[config.mk]
export PLATFORM = sky130hd
export DESIGN_NAME = axi_lite_regfile
export DESIGN_NICKNAME = d
export VERILOG_FILES = /design/src/rtl/axi_lite_regfile.sv
export SDC_FILE = /design/constraint.sdc
export NUM_CORES = 1
export LEC_CHECK = 0
export BUFFER_PORTS_ARGS = -buffer_cell sky130_fd_sc_hd__buf_2
export CAP_MARGIN = 20
export CORE_AREA = 5 5 251 253
export DETAILED_ROUTE_END_ITERATION = 6
export DIE_AREA = 0 0 256 258
export PLACE_DENSITY_LB_ADDON = 0.1
export RECOVER_POWER = 25
export SLEW_MARGIN = 5
export SYNTH_ARGS = -nofsm -noshare
export SYNTH_HDL_FRONTEND = slang
export SYNTH_SLANG_ARGS = --single-unit
[constraint.sdc]
create_clock -name ACLK -period 5.4 [get_ports ACLK]
set_input_delay 0 -clock ACLK [delete_from_list [all_inputs] [get_ports ACLK]]
set_output_delay 0 -clock ACLK [all_outputs]
set_load 0.01 [all_outputs]
[src/rtl/axi_lite_regfile.sv]
// AXI-Lite slave register bank: byte-strobed writes, read-only status slots
// sourced from RO_IN, and SLVERR for out-of-range or read-only writes.
module axi_lite_regfile #(
  parameter int                    ADDR_WIDTH = 32,
  parameter int                    DATA_WIDTH = 32,
  parameter int                    NUM_REGS   = 8,
  parameter logic [NUM_REGS-1:0]   RO_MASK    = '0,
  parameter logic [DATA_WIDTH-1:0] RESET_VAL  = '0
) (
  input  logic                           ACLK,
  input  logic                           ARESET,
  input  logic                           AWVALID,
  output logic                           AWREADY,
  input  logic [ADDR_WIDTH-1:0]          AWADDR,
  input  logic                           WVALID,
  output logic                           WREADY,
  input  logic [DATA_WIDTH-1:0]          WDATA,
  input  logic [DATA_WIDTH/8-1:0]        WSTRB,
  output logic                           BVALID,
  input  logic                           BREADY,
  output logic [1:0]                     BRESP,
  input  logic                           ARVALID,
  output logic                           ARREADY,
  input  logic [ADDR_WIDTH-1:0]          ARADDR,
  output logic                           RVALID,
  input  logic                           RREADY,
  output logic [DATA_WIDTH-1:0]          RDATA,
  output logic [1:0]                     RRESP,
  output logic [NUM_REGS*DATA_WIDTH-1:0] REG_OUT,
  input  logic [NUM_REGS*DATA_WIDTH-1:0] RO_IN
);

  localparam int STRB = DATA_WIDTH / 8;
  localparam int LSB  = $clog2(STRB);
  localparam int IDXW = (NUM_REGS > 1) ? $clog2(NUM_REGS) : 1;
  localparam logic [ADDR_WIDTH:0] SPAN = (ADDR_WIDTH+1)'(NUM_REGS * STRB);
  localparam logic [1:0] RESP_OKAY   = 2'b00;
  localparam logic [1:0] RESP_SLVERR = 2'b10;

  // Write-side holding registers and response
  logic                  aw_full_q, aw_full_d;
  logic [ADDR_WIDTH-1:0] awaddr_q,  awaddr_d;
  logic                  w_full_q,  w_full_d;
  logic [DATA_WIDTH-1:0] wdata_q,   wdata_d;
  logic [STRB-1:0]       wstrb_q,   wstrb_d;
  logic                  bvalid_q,  bvalid_d;
  logic [1:0]            bresp_q,   bresp_d;

  // Read-side response registers
  logic                  rvalid_q,  rvalid_d;
  logic [DATA_WIDTH-1:0] rdata_q,   rdata_d;
  logic [1:0]            rresp_q,   rresp_d;

  logic                  aw_hs, w_hs, ar_hs;
  logic                  wr_fire, wr_ok, ro_hit;
  logic                  aw_in_range, ar_in_range;
  logic [IDXW-1:0]       widx, ridx;
  logic [DATA_WIDTH-1:0] rd_word;
  logic [NUM_REGS*DATA_WIDTH-1:0] rd_src;
  logic                  unused_ro_in;

  // Readies drop during the reset cycle so nothing is accepted while clearing.
  assign AWREADY = !ARESET && !aw_full_q;
  assign WREADY  = !ARESET && !w_full_q;
  assign ARREADY = !ARESET && !rvalid_q;

  assign aw_hs = AWVALID && AWREADY;
  assign w_hs  = WVALID  && WREADY;
  assign ar_hs = ARVALID && ARREADY;

  assign aw_in_range = {1'b0, awaddr_q} < SPAN;
  assign ar_in_range = {1'b0, ARADDR}   < SPAN;
  assign widx = awaddr_q[LSB +: IDXW];
  assign ridx = ARADDR[LSB +: IDXW];

  assign wr_fire = aw_full_q && w_full_q && !bvalid_q;
  assign wr_ok   = wr_fire && aw_in_range && !ro_hit;

  // Slices of RO_IN behind writable slots are intentionally ignored.
  assign unused_ro_in = ^RO_IN;

  always_comb begin
    ro_hit = 1'b0;
    for (int i = 0; i < NUM_REGS; i++) begin
      if (widx == IDXW'(i) && RO_MASK[i]) ro_hit = 1'b1;
    end
  end

  always_comb begin
    rd_word = '0;
    for (int i = 0; i < NUM_REGS; i++) begin
      if (ridx == IDXW'(i)) rd_word = rd_src[i*DATA_WIDTH +: DATA_WIDTH];
    end
  end

  genvar gi;
  generate
    for (gi = 0; gi < NUM_REGS; gi++) begin : g_reg
      if (RO_MASK[gi]) begin : g_ro
        assign REG_OUT[gi*DATA_WIDTH +: DATA_WIDTH] = '0;
        assign rd_src[gi*DATA_WIDTH +: DATA_WIDTH]  = RO_IN[gi*DATA_WIDTH +: DATA_WIDTH];
      end else begin : g_rw
        logic [DATA_WIDTH-1:0] val_q, val_d;

        always_comb begin
          val_d = val_q;
          if (wr_ok && widx == IDXW'(gi)) begin
            for (int k = 0; k < STRB; k++) begin
              if (wstrb_q[k]) val_d[k*8 +: 8] = wdata_q[k*8 +: 8];
            end
          end
        end

        always_ff @(posedge ACLK) begin
          if (ARESET) val_q <= RESET_VAL;
          else        val_q <= val_d;
        end

        assign REG_OUT[gi*DATA_WIDTH +: DATA_WIDTH] = val_q;
        assign rd_src[gi*DATA_WIDTH +: DATA_WIDTH]  = val_q;
      end
    end
  endgenerate

  always_comb begin
    aw_full_d = aw_full_q;
    awaddr_d  = awaddr_q;
    w_full_d  = w_full_q;
    wdata_d   = wdata_q;
    wstrb_d   = wstrb_q;
    bvalid_d  = bvalid_q;
    bresp_d   = bresp_q;
    rvalid_d  = rvalid_q;
    rdata_d   = rdata_q;
    rresp_d   = rresp_q;

    if (aw_hs) begin
      aw_full_d = 1'b1;
      awaddr_d  = AWADDR;
    end
    if (w_hs) begin
      w_full_d = 1'b1;
      wdata_d  = WDATA;
      wstrb_d  = WSTRB;
    end

    // A commit needs an idle B channel, so it never overlaps a handshake.
    if (wr_fire) begin
      aw_full_d = 1'b0;
      w_full_d  = 1'b0;
      bvalid_d  = 1'b1;
      bresp_d   = wr_ok ? RESP_OKAY : RESP_SLVERR;
    end else if (bvalid_q && BREADY) begin
      bvalid_d = 1'b0;
    end

    if (ar_hs) begin
      rvalid_d = 1'b1;
      rdata_d  = ar_in_range ? rd_word : '0;
      rresp_d  = ar_in_range ? RESP_OKAY : RESP_SLVERR;
    end else if (rvalid_q && RREADY) begin
      rvalid_d = 1'b0;
    end
  end

  always_ff @(posedge ACLK) begin
    if (ARESET) begin
      aw_full_q <= 1'b0;
      awaddr_q  <= '0;
      w_full_q  <= 1'b0;
      wdata_q   <= '0;
      wstrb_q   <= '0;
      bvalid_q  <= 1'b0;
      bresp_q   <= RESP_OKAY;
      rvalid_q  <= 1'b0;
      rdata_q   <= '0;
      rresp_q   <= RESP_OKAY;
    end else begin
      aw_full_q <= aw_full_d;
      awaddr_q  <= awaddr_d;
      w_full_q  <= w_full_d;
      wdata_q   <= wdata_d;
      wstrb_q   <= wstrb_d;
      bvalid_q  <= bvalid_d;
      bresp_q   <= bresp_d;
      rvalid_q  <= rvalid_d;
      rdata_q   <= rdata_d;
      rresp_q   <= rresp_d;
    end
  end

  assign BVALID = bvalid_q;
  assign BRESP  = bresp_q;
  assign RVALID = rvalid_q;
  assign RDATA  = rdata_q;
  assign RRESP  = rresp_q;

endmodule

; ---- Word level (Yosys, flattened, before mapping)
; Cells that the tools add are included.
[op_classes]
order_cmp = 2
n_eq_ne = 14
muxes = 15
reduce_logical = 61
[ops]
columns = op, count
row1 = 32-bit 2-to-1 mux, 9
row2 = 32-bit by 6-bit less-than comparator with 1-bit output (second input constant), 2
row3 = 2-bit AND reduction, 32
row4 = 3-bit equality test (second input constant), 8
row5 = 1-bit logical AND, 19
row6 = 3-bit by 2-bit equality test with 1-bit output (second input constant), 4
row7 = 3-bit by 1-bit equality test with 1-bit output (second input constant), 2
row8 = 3-bit zero test, 2
row9 = 1-bit zero test, 5
row10 = 1-bit 2-to-1 mux, 4
row11 = 2-bit 2-to-1 mux, 2
row12 = 2-bit nonzero test, 2
row13 = 2-bit OR reduction, 1
[word_totals]
reg_bits = 364
input_bits = 363
wordCells = 134

; ---- Longest topological paths before layout
[logic_depth]
ltp_word = 10
depth_mapped = 8
depth_no_buf = 5

; ---- Worst setup path before layout
; OpenSTA, ideal clock, no wires.
[synth_timing]
path_kind = reg-to-reg
start = register bvalid_q, in the netlist BVALID
end = register g_reg[4].g_rw.val_q[23]
arrival_ns = 1.782
required_time_ns = 5.268
path_slack_ns = 3.486
path_stages_with_launch = 9
n_path_buf = 3
period_less_slack_ns = 1.914
path_cell_list = dfxtp_1 > and3b_1 > nand4_1 > buf_2 > clkbuf_1 > or4_1 > buf_2 > nand2_1 > a21oi_1
[synth_via]
elab_chain_len = 5
[synth_lines]
columns = element, line
row1 = from (decl), 46  ; logic bvalid_q, bvalid_d;
row2 = from (signal assigned), 184  ; bvalid_q <= bvalid_d;
row3 = 1-bit zero test, 76  ; assign wr_fire = aw_full_q && w_full_q && !bvalid_q;
row4 = 1-bit logical AND, 76
row5 = 1-bit logical AND, 77  ; assign wr_ok = wr_fire && aw_in_range && !ro_hit;
row6 = 1-bit logical AND, 107  ; if (wr_ok && widx == IDXW'(gi)) begin
row7 = 2-bit AND reduction (no source line), -
row8 = to (signal assigned), 116  ; else val_q <= val_d;
row9 = to (decl), 103  ; logic [DATA_WIDTH-1:0] val_q, val_d;
; No other way between the ends.
; A chain may end at the register's enable or synchronous reset.

; ---- Worst setup path in the final report
[layout_timing]
start = register awaddr_q[15]
end = register g_reg[3].g_rw.val_q[15]
[layout_via]
elab_chain_len = 4
[layout_lines]
columns = element, line
row1 = from (decl), 42  ; logic [ADDR_WIDTH-1:0] awaddr_q, awaddr_d;
row2 = from (signal assigned), 180  ; awaddr_q <= awaddr_d;
row3 = 32-bit by 6-bit less-than comparator with 1-bit output, 71  ; assign aw_in_range = {1'b0, awaddr_q} < SPAN;
row4 = 1-bit logical AND, 77
row5 = 1-bit logical AND, 107
row6 = 2-bit AND reduction (no source line), -
row7 = to (signal assigned), 116
row8 = to (decl), 103
; No other way between the ends.

==> out/metrics.cfg <==
[placed_design]
place_congestion=0.774
dp_hpwl_um=48300
io_buffers=397
dp_slack_ps=2430
dp_cells=3086
placed_cell_area_sq_mm=0.0187

[die]
rows=91
die_y_um=258
die_w_um=256
core_sq_mm=0.0608
die-area_sq_mm=0.0660
ios=660
start_util=0.271

[sta]
fin_tns_setup_ps=0
worst_slew_pin_slew_ps=1060
rsz0062_at_grt=no
max_slew_margin=0.296
setup_viol=0
fin_crit_ps=2870
setup_slack_ps=2530
final_max_slew_viol_count=0
finClkSkew_ps=11.7
fmax_ghz=0.348
hold_violations=0
fin_crit_sh=0.532

[synthesis]
synth_compound_area_frac=0.157
async_flop_share=0
ys_warn_count=0
yosys_register_bits=360
synthTopCellsByArea=dfxtp_1 44%, nand2_1 15%, a21oi_1 7.9%
synthFlopType=dfxtp_1
synth-simple-area-share=0.322
syn_area_per_cell_sq_um=7.94
syn_inst=2077
synth_edf_count=0
seq_area_frac_synth=0.437
synth_mux_area_frac=0.0267
synth_top_family_by_area=simple AND/OR/NAND/NOR gates
synthAdderAreaFrac=0
synth_top_cell_by_area=dfxtp_1
synth.most_common_cell=nand2_1
synthDistinctLibCells=46
synth_top_cells_by_count=670 x nand2_1, 360 x dfxtp_1, 259 x a21oi_1
syn_area_sq_mm=0.0165
synthXorXnorAreaFrac=0
synth_top_area_share=0.437

[critical_path]
path_delay_family=simple AND/OR/NAND/NOR gates
start_kind=flip-flop
crit_path_top_delay_cell=or4_1
path_class=reg -> reg
path_max_fanout=34
r2r_cells=7
reg2reg_slack_ps=2530
crit_path_cell_trace=nor4_1, nand4_1, buf_4, buf_4, or4_1, nand2_1, a21oi_1
cp.arrival_ps=3270
critPathMaxStageDelay_ps=840
cp_num_buf_inv=2
required_ps=5800
setup.worst_path.end_class=flip-flop
cpMostUsedCell=buf_4
reg2reg_from=awaddr_q[15]$_SDFFE_PP0P_
regToRegEndpoint=g_reg[3].g_rw.val_q[15]$_SDFFE_PP0P_

[clock_tree]
path_clk_slew_ps=60
cts_resized=0
postCtsSetupRepairBufs=0
h-tree-depth=2
clk_latency_ps=570
cts_sinks=360
clock_path_buffers=3
cts_root_buffer=clkbuf_16
cts_tree=yes
cts_buffers=46
cts_hold_buf=73

[final_layout]
seq_area_sq_mm=0.00721
num-fill-cells=6492
fin_cells=3246
final_cell_area_sq_mm=0.0209
drive_gt1_frac=0.159
multi_input_area_sq_mm=0.00837
fin_nets=2780
syn_to_final_growth_pct=26.5

[grt]
grt_overflow=0
grt_pass1_wl_um=103000
antenna_found_initial=4
grt_pass1_vias=15300
grt_max_degree=101
grt_use_total=0.201

[detailed_routing]
vias_per_cell=4.95
vias=16100
ant_nets=0
remaining_drc_errors=4
drtIter0Drc=1151
wl_per_cell_um=21.7
first_pass_iters=7
routed_wl_um=70400

[hold_path]
min_to=wdata_q[23]$_SDFFE_PP0P_
holdCritPathClass=in -> reg
holdCritStartpoint=WDATA[23]
holdPathStages=4

[power_and_ir_drop]
power_leakage_nw=7.86
ir_worst_vdd_uv=207
power_density_mw_per_mm2=309
p_total_mw=6.44

[status]
status=finished with violations
violations=design-rule violations

[run]
max-cap-violations=0

## per-stage QoR
stage | utilization | hold WS, ps
2_1_floorplan | - | 47.5
5_1_grt | 0.343 | 156
3_3_place_gp | 0.308 | 187
4_1_cts | 0.346 | 114
6_report | 0.343 | 152
3_5_place_dp | 0.308 | 201
## layout by cell type (no fill, tap or decap), drive strengths merged, types with 5 or more instances in the layout
master and count:
nor4bb 26, buf 257, and4b 26, clkinv 10, dfxtp 360, nand3 27, a221oi 52, nand2b 70
clkbuf 229, nor4 71, nor2 40, nand2 670, o22a 5, or4 32, mux2 16, o21ai 124
mux2i 26, a22oi 5, and3b 28, a21oi 259, a32oi 5, dlygate4sd3 73
## layout make-up
| type | instances | share of cell area |
|---|---|---|
| Tap cell | 790 | 0.0474 |
| Inverter | 2 | 0.000360 |
| Multi-Input combinational cell | 1516 | 0.401 |
| Clock buffer | 68 | 0.0675 |
| Clock inverter | 17 | 0.00923 |
| Timing Repair Buffer | 491 | 0.129 |
| Sequential cell | 360 | 0.345 |
| Antenna cell | 2 | 0.000240 |
## logic make-up (layout without fill, tap and decap cells)
logic type             count (synthesis)  in the layout
AO/OA/AOI/OAI                        462            462
buffers and inverters                202            578
flip-flops                           360            360
multiplexers                          42             42
other                                  1              4
AND/OR/NAND/NOR                     1010           1010
## worst reg2reg max path: cells and delay by family (launching register included)
family                 cells  cell delay (ps)
AO/OA/AOI/OAI              1               70
buffers and inverters      2              770
flip-flops                 1              310
AND/OR/NAND/NOR            4             1540
## flip-flops by register name, summed over array words and instances, names as in the netlist
name and count:
RVALID 1, RDATA 32, w_full_q 1, BRESP 1
wdata_q 32, aw_full_q 1, awaddr_q 30, g.g_rw.val_q 256
BVALID 1, RRESP 1, wstrb_q 4
## worst max path at each step
stage / slack (ps) / depth (start not counted) / end / from
final: 2530 / 7 / g_reg[3].g_rw.val_q[15]$_SDFFE_PP0P_ / awaddr_q[15]$_SDFFE_PP0P_
after global routing: 2400 / 7 / g_reg[3].g_rw.val_q[15]$_SDFFE_PP0P_ / awaddr_q[7]$_SDFFE_PP0P_
after CTS: 2520 / 7 / g_reg[3].g_rw.val_q[15]$_SDFFE_PP0P_ / awaddr_q[15]$_SDFFE_PP0P_
after detailed placement: 2430 / 7 / RDATA[13]$_SDFFE_PP0P_ / ARADDR[2]
after global placement: 2520 / 7 / RDATA[21]$_SDFFE_PP0P_ / ARADDR[2]
after floorplan: 3490 / 8 / g_reg[4].g_rw.val_q[23]$_SDFFE_PP0P_ / BVALID$_SDFFE_PP0P_
## power by group
group | internal [mW] | leakage (nW) | switching, mW
logic | 0.148 | 4.16 | 0.288
clock network | 1.99 | 0.788 | 1.24
registers | 2.70 | 2.91 | 0.0781
## metal layers
layer | part of all wire | vias to the layer above | wire length, um | global-route usage
li1 | - | 7858 | - | -
met1 | 0.44 | 7645 | 31100 | 0.262
met2 | 0.48 | 453 | 33600 | 0.338
met3 | 0.057 | 95 | 4030 | 0.0437
met4 | 0.024 | 4 | 1660 | 0.0576
met5 | 0.00034 | - | 24 | 0
No activity file was read; power rests on OpenSTA's default activity.
